[config.mk]
export PLATFORM = sky130hd
export DESIGN_NAME = du_dump_tx
export DESIGN_NICKNAME = d
export VERILOG_FILES = /design/src/rtl/du_pkg.sv /design/src/rtl/du_word_serializer.sv /design/src/rtl/du_dump_tx.sv
export SDC_FILE = /design/constraint.sdc
export NUM_CORES = 1
export LEC_CHECK = 0
export BUFFER_PORTS_ARGS = -buffer_cell sky130_fd_sc_hd__buf_2
export CAP_MARGIN = 10
export CELL_PAD_IN_SITES_DETAIL_PLACEMENT = 0
export CELL_PAD_IN_SITES_GLOBAL_PLACEMENT = 1
export CORE_ASPECT_RATIO = 0.7
export CORE_MARGIN = 1
export CORE_UTILIZATION = 37
export DETAILED_ROUTE_END_ITERATION = 16
export HOLD_SLACK_MARGIN = 0.08
export PLACE_DENSITY = 0.95
export REMOVE_ABC_BUFFERS = 1
export SYNTH_ARGS = -nofsm -noshare
export SYNTH_HDL_FRONTEND = slang
export SYNTH_SLANG_ARGS = --single-unit
[constraint.sdc]
create_clock -name i_clock -period 5.35 [get_ports i_clock]
set_input_delay 1.07 -clock i_clock [delete_from_list [all_inputs] [get_ports i_clock]]
set_output_delay 1.07 -clock i_clock [all_outputs]
set_load 0.03 [all_outputs]
[src/rtl/du_pkg.sv]
// Shared constants and encodings for the debug-unit dump transmitter.
package du_pkg;
  localparam int BYTE        = 8;
  localparam int DWORD       = 32;
  localparam int DEF_RB_ADDR = 5;
  localparam int DEF_ADDR    = 7;
  localparam int IDX_W       = $clog2(DWORD / BYTE);

  typedef enum logic [3:0] {
    IDLE,
    LOAD_PC,
    LOAD_CYC,
    REQ_RB,
    WAIT_RB,
    REQ_MEM,
    WAIT_MEM,
    SEND,
    WAIT_TX,
    FINISH
  } state_t;

  // Which part of the frame the word currently in the latch belongs to
  typedef enum logic [1:0] {
    SEC_PC,
    SEC_CYC,
    SEC_RB,
    SEC_MEM
  } sec_t;

  function automatic int frame_words(input int rb_addr_w, input int addr_w);
    return 2 + (1 << rb_addr_w) + (1 << addr_w);
  endfunction

  localparam int FRAME_WORDS = frame_words(DEF_RB_ADDR, DEF_ADDR);
  localparam int FRAME_BYTES = FRAME_WORDS * (DWORD / BYTE);
endpackage

[src/rtl/du_word_serializer.sv]
// Word latch plus byte index; presents the word little-endian, one byte at a time.
module du_word_serializer
  import du_pkg::*;
(
  input  logic             clk,
  input  logic             rst,
  input  logic             load,
  input  logic [DWORD-1:0] word,
  input  logic             advance,
  output logic [BYTE-1:0]  cur_byte,
  output logic             last
);
  logic [DWORD-1:0] word_q;
  logic [IDX_W-1:0] idx;

  always_ff @(posedge clk) begin
    if (rst) begin
      word_q <= '0;
      idx    <= '0;
    end else if (load) begin
      word_q <= word;
      idx    <= '0;
    end else if (advance) begin
      idx    <= idx + 1'b1;
    end
  end

  assign cur_byte = word_q[BYTE*idx +: BYTE];
  assign last     = (idx == IDX_W'(DWORD / BYTE - 1));
endmodule

[src/rtl/du_dump_tx.sv]
// Streams PC, cycle count, register bank and data memory to the UART as one frame.
module du_dump_tx
  import du_pkg::*;
#(
  parameter int BYTE    = du_pkg::BYTE,
  parameter int DWORD   = du_pkg::DWORD,
  parameter int RB_ADDR = 5,
  parameter int ADDR    = 7
) (
  input  logic               i_clock,
  input  logic               i_reset,
  input  logic               i_start,
  input  logic [DWORD-1:0]   i_pc,
  input  logic [DWORD-1:0]   i_cycles,
  output logic [RB_ADDR-1:0] o_rb_addr,
  input  logic [DWORD-1:0]   i_rb_data,
  output logic [ADDR-1:0]    o_mem_addr,
  input  logic [DWORD-1:0]   i_mem_data,
  output logic [BYTE-1:0]    o_tx_data,
  output logic               o_tx_start,
  input  logic               i_tx_done_tick,
  output logic               o_busy,
  output logic               o_done
);
  state_t           state;
  sec_t             sec;
  logic             ser_load, ser_adv, last_byte;
  logic [DWORD-1:0] load_word;
  logic [BYTE-1:0]  cur_byte;

  // The latch loads in the cycle where the source word is valid
  assign ser_load = (state == LOAD_PC) || (state == LOAD_CYC) ||
                    (state == WAIT_RB) || (state == WAIT_MEM);
  assign ser_adv  = (state == WAIT_TX) && i_tx_done_tick && !last_byte;

  always_comb begin
    load_word = i_mem_data;
    case (state)
      LOAD_PC:  load_word = i_pc;
      LOAD_CYC: load_word = i_cycles;
      WAIT_RB:  load_word = i_rb_data;
      default:  load_word = i_mem_data;
    endcase
  end

  du_word_serializer u_ser (
    .clk      (i_clock),
    .rst      (i_reset),
    .load     (ser_load),
    .word     (load_word),
    .advance  (ser_adv),
    .cur_byte (cur_byte),
    .last     (last_byte)
  );

  always_ff @(posedge i_clock) begin
    if (i_reset) begin
      state      <= IDLE;
      sec        <= SEC_PC;
      o_tx_start <= 1'b0;
      o_tx_data  <= '0;
      o_busy     <= 1'b0;
      o_done     <= 1'b0;
      o_rb_addr  <= '0;
      o_mem_addr <= '0;
    end else begin
      o_tx_start <= 1'b0;
      o_done     <= 1'b0;
      case (state)
        IDLE: if (i_start) begin
          state      <= LOAD_PC;
          sec        <= SEC_PC;
          o_busy     <= 1'b1;
          o_rb_addr  <= '0;
          o_mem_addr <= '0;
        end
        LOAD_PC, LOAD_CYC, WAIT_RB, WAIT_MEM: state <= SEND;
        REQ_RB:  state <= WAIT_RB;
        REQ_MEM: state <= WAIT_MEM;
        SEND: begin
          o_tx_start <= 1'b1;
          o_tx_data  <= cur_byte;
          state      <= WAIT_TX;
        end
        WAIT_TX: if (i_tx_done_tick) begin
          if (!last_byte) begin
            state <= SEND;
          end else begin
            // Word finished: pick the next source; addresses saturate at all-ones
            case (sec)
              SEC_PC: begin
                state <= LOAD_CYC;
                sec   <= SEC_CYC;
              end
              SEC_CYC: begin
                state <= REQ_RB;
                sec   <= SEC_RB;
              end
              SEC_RB: begin
                if (&o_rb_addr) begin
                  state <= REQ_MEM;
                  sec   <= SEC_MEM;
                end else begin
                  o_rb_addr <= o_rb_addr + 1'b1;
                  state     <= REQ_RB;
                end
              end
              default: begin
                if (&o_mem_addr) begin
                  state  <= FINISH;
                  o_done <= 1'b1;
                end else begin
                  o_mem_addr <= o_mem_addr + 1'b1;
                  state      <= REQ_MEM;
                end
              end
            endcase
          end
        end
        FINISH: begin
          state  <= IDLE;
          o_busy <= 1'b0;
        end
        default: begin
          state  <= IDLE;
          o_busy <= 1'b0;
        end
      endcase
    end
  end
endmodule

## Word level (Yosys, flattened, before mapping)

Cells that the tools add are included.
Widths: inputs -> output; s select.

| word-level totals | value |
|---|---|
| flip-flop bits (word level) | 63 |
| bits of input ports | 132 |
| output and inout bits | 23 |
| word-level logic and storage cells | 89 |

| operators by class | value |
|---|---|
| add/subtract/negate cells | 3 |
| eq/ne operators | 20 |
| shift operators | 1 |
| muxes and demuxes | 30 |
| bitwise operators | 4 |
| reductions and logical operators | 21 |

Operators with widths:

| kind | count |
|---|---|
| $pmux 32 s3 | 1 |
| $mux 7 | 5 |
| $shiftx 32x6->8 | 1 |
| $mux 5 | 5 |
| $pmux 4 s6 | 1 |
| $reduce_and 6->1 | 3 |
| $eq 4x3->1 const B | 4 |
| $mux 4 | 4 |
| $pmux 7 s2 | 1 |
| $ne 2x2->1 const B | 6 |
| $pmux 4 s3 | 1 |
| $pmux 5 s2 | 1 |
| $eq 4x2->1 const B | 2 |
| $mux 2 | 4 |
| $reduce_or 8->1 | 1 |
| $add 7x1->7 const B | 1 |
| $reduce_and 7->1 | 1 |
| $reduce_or 7->1 | 1 |
| $pmux 2 s3 | 1 |
| $add 5x1->5 const B | 1 |
| $reduce_and 5->1 | 1 |
| $eq 2x2->1 const B | 2 |
| $eq 4x1->1 const B | 1 |
| $eq 4x4->1 const B | 1 |
| other kinds (20) | 29 |

## Depth between registers and ports, before layout

Gate-level depths: netlist of the first run.

| depth | value |
|---|---|
| depth in word-level cells | 6 |
| gate-level depth with buffers | 7 |
| mapped depth without buffers | 7 |

## By module

A second synthesis of the first run with hierarchy kept.

| second synthesis, totals | value |
|---|---|
| cells, all modules | 421 |
| area, all modules | 3602.2 µm² |

Modules (own cells, without submodules):

| module | instances | cells each | area an instance (µm²) | seq. area each (µm²) |
|---|---|---|---|---|
| du_dump_tx | 1 | 300 | 2184.6 | 580.6 |
| du_word_serializer | 1 | 121 | 1417.6 | 680.7 |

## Least setup slack after synthesis of the first run

No wires, ideal clock.

| timing path | value |
|---|---|
| kind | input -> register |
| start | input i_tx_done_tick |
| end | register o_mem_addr[5] |
| setup time | 0.121 ns |
| arrival time | 2.105 ns |
| data required time | 5.229 ns |
| slack | 3.125 ns |
| stages | 5 |
| buffers on the path | 1 |
| cell sequence | and3_1 o21ai_2 buf_6 nor4_2 mux2_2 |

| between the ends | value |
|---|---|
| cells in the longest elaborated chain, start to end | 2 |

Ends and longest elaborated chain:

| what | RTL line | text |
|---|---|---|
| from (decl) | du_dump_tx.sv:21 | `input logic i_tx_done_tick,` |
| $ne 2x2->1 (no line) | n/a |  |
| $reduce_and 6->1 (no line) | n/a |  |
| to (signal assigned) | du_dump_tx.sv:113 | `o_mem_addr <= o_mem_addr + 1'b1;` |
| to (decl) | du_dump_tx.sv:17 | `output logic [ADDR-1:0] o_mem_addr,` |

Every way passes these cells.
A chain may end at the register's enable or synchronous reset.

## Worst setup path in the final report of the first run

| timing path | value |
|---|---|
| start | register state[2] |
| end | register u_ser.word_q[11] |

| between the ends | value |
|---|---|
| cells in the longest elaborated chain, start to end | 4 |
| elaborated cells between the ends (all ways) | 8 |
| those cells by class | eq/ne (4); mux (1); reduce/logical (3) |

Ends and longest elaborated chain:

| what | RTL line | text |
|---|---|---|
| from (decl) | du_dump_tx.sv:25 | `state_t state;` |
| from (signal assigned) | du_dump_tx.sv:58 | `state <= IDLE;` |
| from (signal assigned) | du_dump_tx.sv:71 | `state <= LOAD_PC;` |
| from (signal assigned) | du_dump_tx.sv:77 | `LOAD_PC, LOAD_CYC, WAIT_RB, WAIT_MEM: state <= SEND;` |
| $eq 4x1->1 or $eq 4x2->1 (tied branches) | du_dump_tx.sv:32, du_dump_tx.sv:38 |  |
| $logic_or 1x1->1 (2 in a row) | du_dump_tx.sv:32 | `assign ser_load = (state == LOAD_PC) \|\| (state == LOAD_CYC) \|\|` |
| $logic_or 1x1->1 | du_dump_tx.sv:33 | `(state == WAIT_RB) \|\| (state == WAIT_MEM);` |
| to (signal assigned) | du_word_serializer.sv:21 | `word_q <= word;` |
| to (decl) | du_word_serializer.sv:13 | `logic [DWORD-1:0] word_q;` |

Parallel ways exist; a longest one is shown, timed or not.

==> impl_metrics.tcl, run 1 <==
set metrics [dict create \
    status "finished clean" \
    grtUsageTotal_pct 20.51 \
    fin_setup_tns_ns 0 \
    via_per_inst 5.338 \
    fp-row-count 30 \
    first_pass_iters 4 \
    yosysUniqueCellTypes 43 \
    yosys_most_used_dff "dfxtp_1" \
    cts.sinks 63 \
    cp_data_required_time_ns 5.56 \
    drv_cap 0 \
    grt_max_degree 72 \
    netlist_instances 483 \
    placed_area_sq_um 4589 \
    period_needed_ns 2.546 \
    cp_max_fo 71 \
    instances_no_fill 742 \
    grt_overflow 0 \
    fill_cells 978 \
    async_flop_share_pct 0 \
    synth-edff-count 0 \
    synth_seq_cells 63 \
    synthesis.area_sq_um 3841 \
    power.leakage_nw 2.069 \
    cts_tree "built" \
    startpoint_type "register" \
    final_cell_mix "buf_2, dfxtp_1, nand2_1" \
    cts_resized 0 \
    worst_slew_pin_slew_ns 1.129 \
    hold_viol 0 \
    post-route-util_pct 49.80 \
    drt_iter0_markers 189 \
    path_buf_inv 0 \
    yosysSeqAreaShare_pct 32.83 \
    cts_hold_buf 0 \
    dp_cells 727 \
    period_share_pct 47.59 \
    power_mw 2.262 \
    wl_met1_um 5229 \
    vias 3961 \
    drcViolationCount 0 \
    fin_ws_ns 2.804 \
    initial_core_util_pct 38.91 \
    cts_setup_buffers 0 \
    drive_above_1_share_pct 30.94 \
    grt_antenna_before_repair 0 \
    reg2regPathDepth 4 \
    max_stage_delay_ns 0.96 \
    hold_ws_ns 0.4525 \
    worstPathArrival_ns 2.76 \
    io_pins 155 \
    die_width_um 123.8 \
    whs_path_depth 2 \
    crit_cells 4 \
    setup_violations 0 \
    fp.dieH_um 87.25 \
    hold_start "o_tx_data[6]" \
    critical_path_class "register to register" \
    place_hpwl_um 7740 \
    grt_pass1_wl_um 17150 \
    rsz0062_at_grt "false" \
    ant_nets 0 \
    core_area_sq_um 9872 \
    place_ws_ns 2.482 \
    route.met2.wl_um 5037 \
    max-slew-margin-rel_pct 24.58 \
    topRoutingLayerUsed "met4" \
    diodes 0 \
    end_kind "register" \
    cts_root_buffer "clkbuf_16" \
    yosys-top-cells-area "dfxtp_1, a311oi_1, a21oi_1" \
    drv_slew 0 \
    synth_top_area_share_pct 32.83 \
    crit_family "flip-flops" \
    r2r_start "state[2]" \
    crit_path_start "state[2]" \
    nets 752 \
    syn_to_final_growth_pct 27.98 \
    holdPathEnd "o_tx_data[6]" \
    cp_slowest_cell "dfxtp_2" \
    crit_chain "nor2_1, nand2_1, o22ai_1, a311oi_1" \
    gp_congestion 0.8324 \
    dr_wl_met3_um 730 \
    hold_path.class "register to register" \
    final_area_sq_um 4916 \
    routedWlPerCell_um 14.96 \
    ir_drop_mv 0.2500 \
    grt_pass1_vias 3521 \
    yosys_warnings 0 \
    portBuffers 154 \
    htree_levels 3 \
    skew_ns 0.007276 \
    die_area_sq_um 10800 \
    ctsLongestPathBuffers 2 \
    final_common_cell "buf_2" \
    clk_latency_ns 0.32 \
    cts_made_buffers 9 \
    syn_area_per_cell_sq_um 7.953 \
    fmax_mhz 392.7 \
    clk_pin_slew_worst_paths_ns 0.05 \
    powerDensity_nw_per_um2 460.2 \
    routed_wl_um 11100 \
    r2r_setup_slack_ns 2.80 \
    synth_top_cell_by_area "dfxtp_1" \
    r2r-end "u_ser.word_q[11]" \
]
## power by group
group,switching (mW),internal (mW)
sequential,0.126,0.613
clock,0.194,0.342
combinational,0.540,0.447
total,0.860,1.40
## layer usage
layer  up-vias  track usage [%]
li1       2016                -
met1      1801            27.38
met2       134            33.33
met3        10            4.712
met4         0            5.148
met5         -                0
## cell type report
cell class	instances	area, sq um	share of cell area (%)
clock buffers	12	266.5	5.421
well taps	128	160.2	3.258
multi-input cells	373	2351	47.82
repair buffers	159	848.3	17.26
flip-flops and latches	63	1262	25.68
inverters	6	22.52	0.4581
clock inverters	1	5.005	0.1018
## tightest hold or removal path, delay by kind of cell, from the launching register on
family             cells  cell delay, ns
and+or+nand+nor        1            0.05
DFF                    1            0.30
AOI/OAI and AO/OA      1            0.05
## synth_stat cells (3+ instances only)
master,instances
dfxtp_1,63
nor2b_1,35
clkbuf_1,21
or3_1,3
nand2b_1,35
and3_1,4
nand2_1,57
buf_1,4
o22ai_1,32
ha_1,8
o21a_1,6
buf_2,9
nor3_1,5
o31ai_1,5
or4_1,4
a31oi_1,4
a311oi_1,33
a21oi_1,52
inv_1,6
buf_4,3
buf_6,4
nand3_1,9
mux4_2,8
nor2_1,42
o21ai_0,7
a211oi_1,3
## state kept, by name, summed over array words and instances, names as in the netlist
register      flops
o_busy            1
o_done            1
o_mem_addr        7
o_rb_addr         5
o_tx_data         8
o_tx_start        1
sec               2
state             4
u_ser.idx         2
u_ser.word_q     32
## how the worst max path moves through the flow
stage               slack [ns]          endpoint
finish                    2.80  u_ser.word_q[11]
global route              2.55  u_ser.word_q[11]
CTS                       2.50   u_ser.word_q[7]
detailed placement        2.48   u_ser.word_q[7]
global placement          2.62   u_ser.word_q[7]
floorplan                 2.96   u_ser.word_q[0]
## cells by family (layout without fill, tap and decap cells)
logic type | Yosys count | in the layout | share of synthesized area, %
multiplexers | 10 | 10 | 5.244
flip-flops | 63 | 63 | 32.83
buffers and inverters | 47 | 178 | 5.961
adder cells (fa/ha/maj) | 8 | 8 | 2.606
XOR/XNOR | 2 | 2 | 0.4561
AND/OR/NAND/NOR | 203 | 203 | 27.17
AO/OA/AOI/OAI | 150 | 150 | 25.73
(Power assumes the default switching activity.)
==> run 2, diff against run 1 <==
- CORE_UTILIZATION: 37 -> 31
- PLACE_DENSITY: 0.95 -> 0.86
- clock period: 5.35 -> 2.3 ns (I/O delays scaled with it)
==> impl_metrics.tcl, run 2 (synthesized netlist as in run 1, its figures left out) <==
set metrics [dict create \
    drt_iter0_markers 183 \
    cp_max_fo 14 \
    largest_reg_flops 32 \
    gp_congestion 0.8284 \
    share_comb_of_total_power_pct 43.1 \
    final_cell_mix "buf_2, dfxtp_1, nand2_1" \
    hold_viol 0 \
    p_int_mw 3.580 \
    use_met3_pct 5.848 \
    fin_ws_ns 0.3479 \
    period_needed_ns 1.952 \
    drv_cap 0 \
    drv_slew 0 \
    powerDensity_nw_per_um2 1110 \
    diodes 0 \
    p_switching_mw 2.078 \
    dp_cells 771 \
    worst_slew_pin_slew_ns 0.8472 \
    cts_resized 0 \
    clk_latency_ns 0.33 \
    met1_usage_pct 24.38 \
    fin_setup_tns_ns 0 \
    setup_violations 0 \
    grt_max_degree 36 \
    sequentialPowerShare_pct 29.0 \
    grt_overflow 0 \
    die_area_sq_um 12850 \
    startpoint_type "register" \
    clk_pin_slew_worst_paths_ns 0.06 \
    grt_antenna_before_repair 0 \
    max-slew-margin-rel_pct 43.35 \
    fmax_mhz 512.3 \
    fp.dieH_um 95.13 \
    vias 4038 \
    instances_no_fill 787 \
    clkPwrFrac_pct 27.9 \
    place_hpwl_um 8857 \
    skew_ns 0.007432 \
    grt_pass1_vias 3967 \
    ant_nets 0 \
    cts_hold_buf 0 \
    worstPathArrival_ns 2.17 \
    top_usage_layer "met2" \
    routedWlPerCell_um 15.36 \
    nets 765 \
    fp-row-count 33 \
    cts_made_buffers 9 \
    drive_above_1_share_pct 32.86 \
    io_pins 155 \
    die_width_um 135.0 \
    power.leakage_nw 2.156 \
    core_area_sq_um 11890 \
    cts.sinks 63 \
    fill_cells 1235 \
    grt_use_met2_pct 33.16 \
    grtUsageTotal_pct 19.66 \
    first_pass_iters 4 \
    period_share_pct 84.87 \
    routed_wl_um 12090 \
    drcViolationCount 0 \
    power_mw 5.658 \
    swShare_pct 36.73 \
    cts_root_buffer "clkbuf_16" \
    cts_tree "built" \
    place_ws_ns 0.3566 \
    end_kind "register" \
    status "finished clean" \
    portBuffers 154 \
    ctsLongestPathBuffers 2 \
    via_per_inst 5.131 \
    htree_levels 3 \
    initial_core_util_pct 32.30 \
    syn_to_final_growth_pct 32.74 \
    top_regs "u_ser.word_q x32, o_tx_data x8, o_mem_addr x7" \
    critical_path_class "register to register" \
    cp_data_required_time_ns 2.52 \
    hold_path.class "input pin to register" \
    cts_setup_buffers 0 \
    final_common_cell "buf_2" \
    ir_drop_mv 0.5959 \
    max_flop_register "u_ser.word_q" \
    rsz0062_at_grt "false" \
    grt_pass1_wl_um 19440 \
]
run 2: changes by cell type in the layout (fill, tap and decap cells not counted), sizes merged:
cell / change
bufinv: +3
clkinv: +1
buf: +13
clkinvlp: +1
clkbuf: -2
run 2: worst max-delay path, stage by stage, from the launching register on:
cell and delay [ns]:
dfxtp_1 0.38, nor3_4 0.50, o21ai_2 0.30, nor4_2 0.30, mux2_2 0.36
run 2: metal layers:
| metal | vias to the layer above | wire [um] |
|---|---|---|
| li1 | 2043 | - |
| met1 | 1848 | 5665 |
| met2 | 131 | 5519 |
| met3 | 16 | 728 |
| met4 | 0 | 177 |
| met5 | - | 0 |
run 2: cell type report:
class                      instances  area, sq um  area share, %
timing repair buffer             172        918.4          18.01
clock buffer                      10        239.0          4.687
inverter                           6        22.52         0.4417
multi-input combinational        373         2351          46.11
sequential                        63         1264          24.79
clock inverter                     6        107.6          2.110
tap                              157        196.4          3.853
run 2: metrics by stage:
stage / utilization (%) / cell area [sq um] / hold WS (ns)
6_report: 42.88 / 5099 / 0.3823
5_1_grt: 42.88 / 5099 / 0.3880
4_1_cts: 42.88 / 5099 / 0.3751
3_5_place_dp: 39.96 / 4752 / 0.4470
3_3_place_gp: 39.96 / 4752 / 0.4400
2_1_floorplan: - / 3635 / 0.4681
run 2: worst paths after layout:
kind	startpoint	end	slack, ns	cells after the start
setup / recovery	state[0]	o_mem_addr[5]	0.35	4
hold / removal	i_mem_data[18]	u_ser.word_q[18]	0.38	3
setup reg to reg	state[0]	o_mem_addr[5]	0.35	4
hold reg to reg	o_tx_data[6]	o_tx_data[6]	0.45	2
run 2: power groups by stage:
stage / clock (mW) / combinational, mW / sequential [mW]
finish: 1.58 / 2.44 / 1.64
detailed placement: 0 / 2.45 / 1.66
global route: 1.66 / 2.73 / 1.68
global placement: 0 / 2.37 / 1.64
floorplan: 0 / 1.53 / 1.75
CTS: 1.61 / 2.46 / 1.64
==> run 3, diff against run 2 <==
- clock period: 2.3 -> 1.78 ns (I/O delays scaled with it)
==> impl_metrics.tcl, run 3 (synthesized netlist as in run 1, its figures left out) <==
set metrics [dict create \
    routed_wl_um 12300 \
    period_needed_ns 1.742 \
    clk_latency_ns 0.33 \
    htree_levels 3 \
    ir_drop_mv 0.5885 \
    fin_ws_ns 0.03806 \
    grt_max_degree 38 \
    cts_tree "built" \
    power.leakage_nw 2.238 \
    portBuffers 154 \
    top_regs "u_ser.word_q x32, o_tx_data x8, o_mem_addr x7" \
    grtUsageTotal_pct 20.04 \
    vias 4120 \
    ant_nets 0 \
    max-slew-margin-rel_pct 67.58 \
    fmax_mhz 574.1 \
    period_share_pct 97.86 \
    die_width_um 135.0 \
    drive_above_1_share_pct 35.66 \
    place_hpwl_um 8731 \
    rsz0062_at_grt "true" \
    drt_iter0_markers 165 \
    core_area_sq_um 11890 \
    status "finished clean" \
    diodes 0 \
    cts_root_buffer "clkbuf_16" \
    hold_ws_ns 0.2868 \
    nets 780 \
    via_per_inst 5.137 \
    grt_pass1_vias 4052 \
    fp-row-count 33 \
    regArea_sq_um 1264 \
    setup_violations 0 \
    cts_made_buffers 9 \
    worst_slew_pin_slew_ns 0.4830 \
    instances_no_fill 802 \
    cts.sinks 63 \
    hold_path.class "input pin to register" \
    routedWlPerCell_um 15.33 \
    grt_pass1_wl_um 19750 \
    first_pass_iters 4 \
    drv_slew 0 \
    end_kind "register" \
    hold_viol 0 \
    multi_input_area_sq_um 2426 \
    startpoint_type "register" \
    initial_core_util_pct 32.30 \
    gp_congestion 0.8306 \
    drv_cap 0 \
    critical_path_class "register to register" \
    io_pins 155 \
    largest_reg_flops 32 \
    grt_overflow 0 \
    powerDensity_nw_per_um2 1397 \
    die_area_sq_um 12850 \
    dp_cells 785 \
    skew_ns 0.007870 \
    worstPathArrival_ns 1.96 \
    fill_cells 1234 \
    grt_antenna_before_repair 0 \
    post-route-util_pct 44.70 \
    clk_pin_slew_worst_paths_ns 0.05 \
    drcViolationCount 0 \
    cp_max_fo 7 \
    syn_to_final_growth_pct 38.37 \
    fp.dieH_um 95.13 \
    place_ws_ns -0.06005 \
    fin_setup_tns_ns 0 \
    final_common_cell "buf_2" \
    max_flop_register "u_ser.word_q" \
    cp_data_required_time_ns 2.00 \
    ctsLongestPathBuffers 2 \
    final_cell_mix "buf_2, dfxtp_1, nand2_1" \
]
## run 3: cell count changes in the layout (fill, tap and decap cells not counted), sizes merged
cell	delta
buf	+15
bufinv	-1
clkbuf	+3
clkinv	-1
clkinvlp	-1
## run 3: path summary, 6_finish.rpt
kind / start / to / slack (ns) / depth (start not counted)
worst max register to register: o_mem_addr[0] / o_mem_addr[5] / 0.04 / 5
worst min register to register: o_tx_data[7] / o_tx_data[7] / 0.45 / 2
worst max-delay path: o_mem_addr[0] / o_mem_addr[5] / 0.04 / 5
worst min-delay path: i_mem_data[16] / u_ser.word_q[16] / 0.29 / 3
## run 3: area by class of cell
class,instances,share of cell area [%]
well taps,157,3.696
repair buffers,187,20.34
multi-input cells,373,45.65
flip-flops and latches,63,23.78
clock buffers,13,4.896
inverters,6,0.4237
clock inverters,3,1.224
## run 3: power by group
group | internal, mW | switching, mW
clock network | 1.30 | 0.619
registers | 1.84 | 0.262
logic | 1.56 | 1.84
total | 4.70 | 2.72
## run 3: per-stage QoR
step	power, mW	cell area (sq um)
floorplan	4.240	3635
global placement	5.386	4907
detailed placement	5.516	4907
CTS	7.459	5241
global route	7.977	5315
finish	7.424	5315
## run 3: timing repair
action / in CTS / in global routing
pin swaps: 0 / 2
hold buffers: 0 / 0
endpoints found under the setup margin: 3 / 24
endpoints found under the hold margin: 0 / 0
setup buffers: 0 / 1
gates resized for setup: 2 / 13
gates cloned: 0 / 0
## run 3: per-layer routing
metal,vias to the layer above,global-route usage [%],part of all wire (%)
li1,2078,-,-
met1,1903,24.50,45
met2,125,34.62,48
met3,14,5.263,5.8
met4,0,6.180,1.4
met5,-,0,0
## run 3: worst max-delay path, cell delays in order (launching register included)
cell and delay, ns:
dfxtp_1 0.31, ha_1 0.21, nand3_1 0.20, o21ai_1 0.23, nor4_2 0.32, mux2_2 0.35
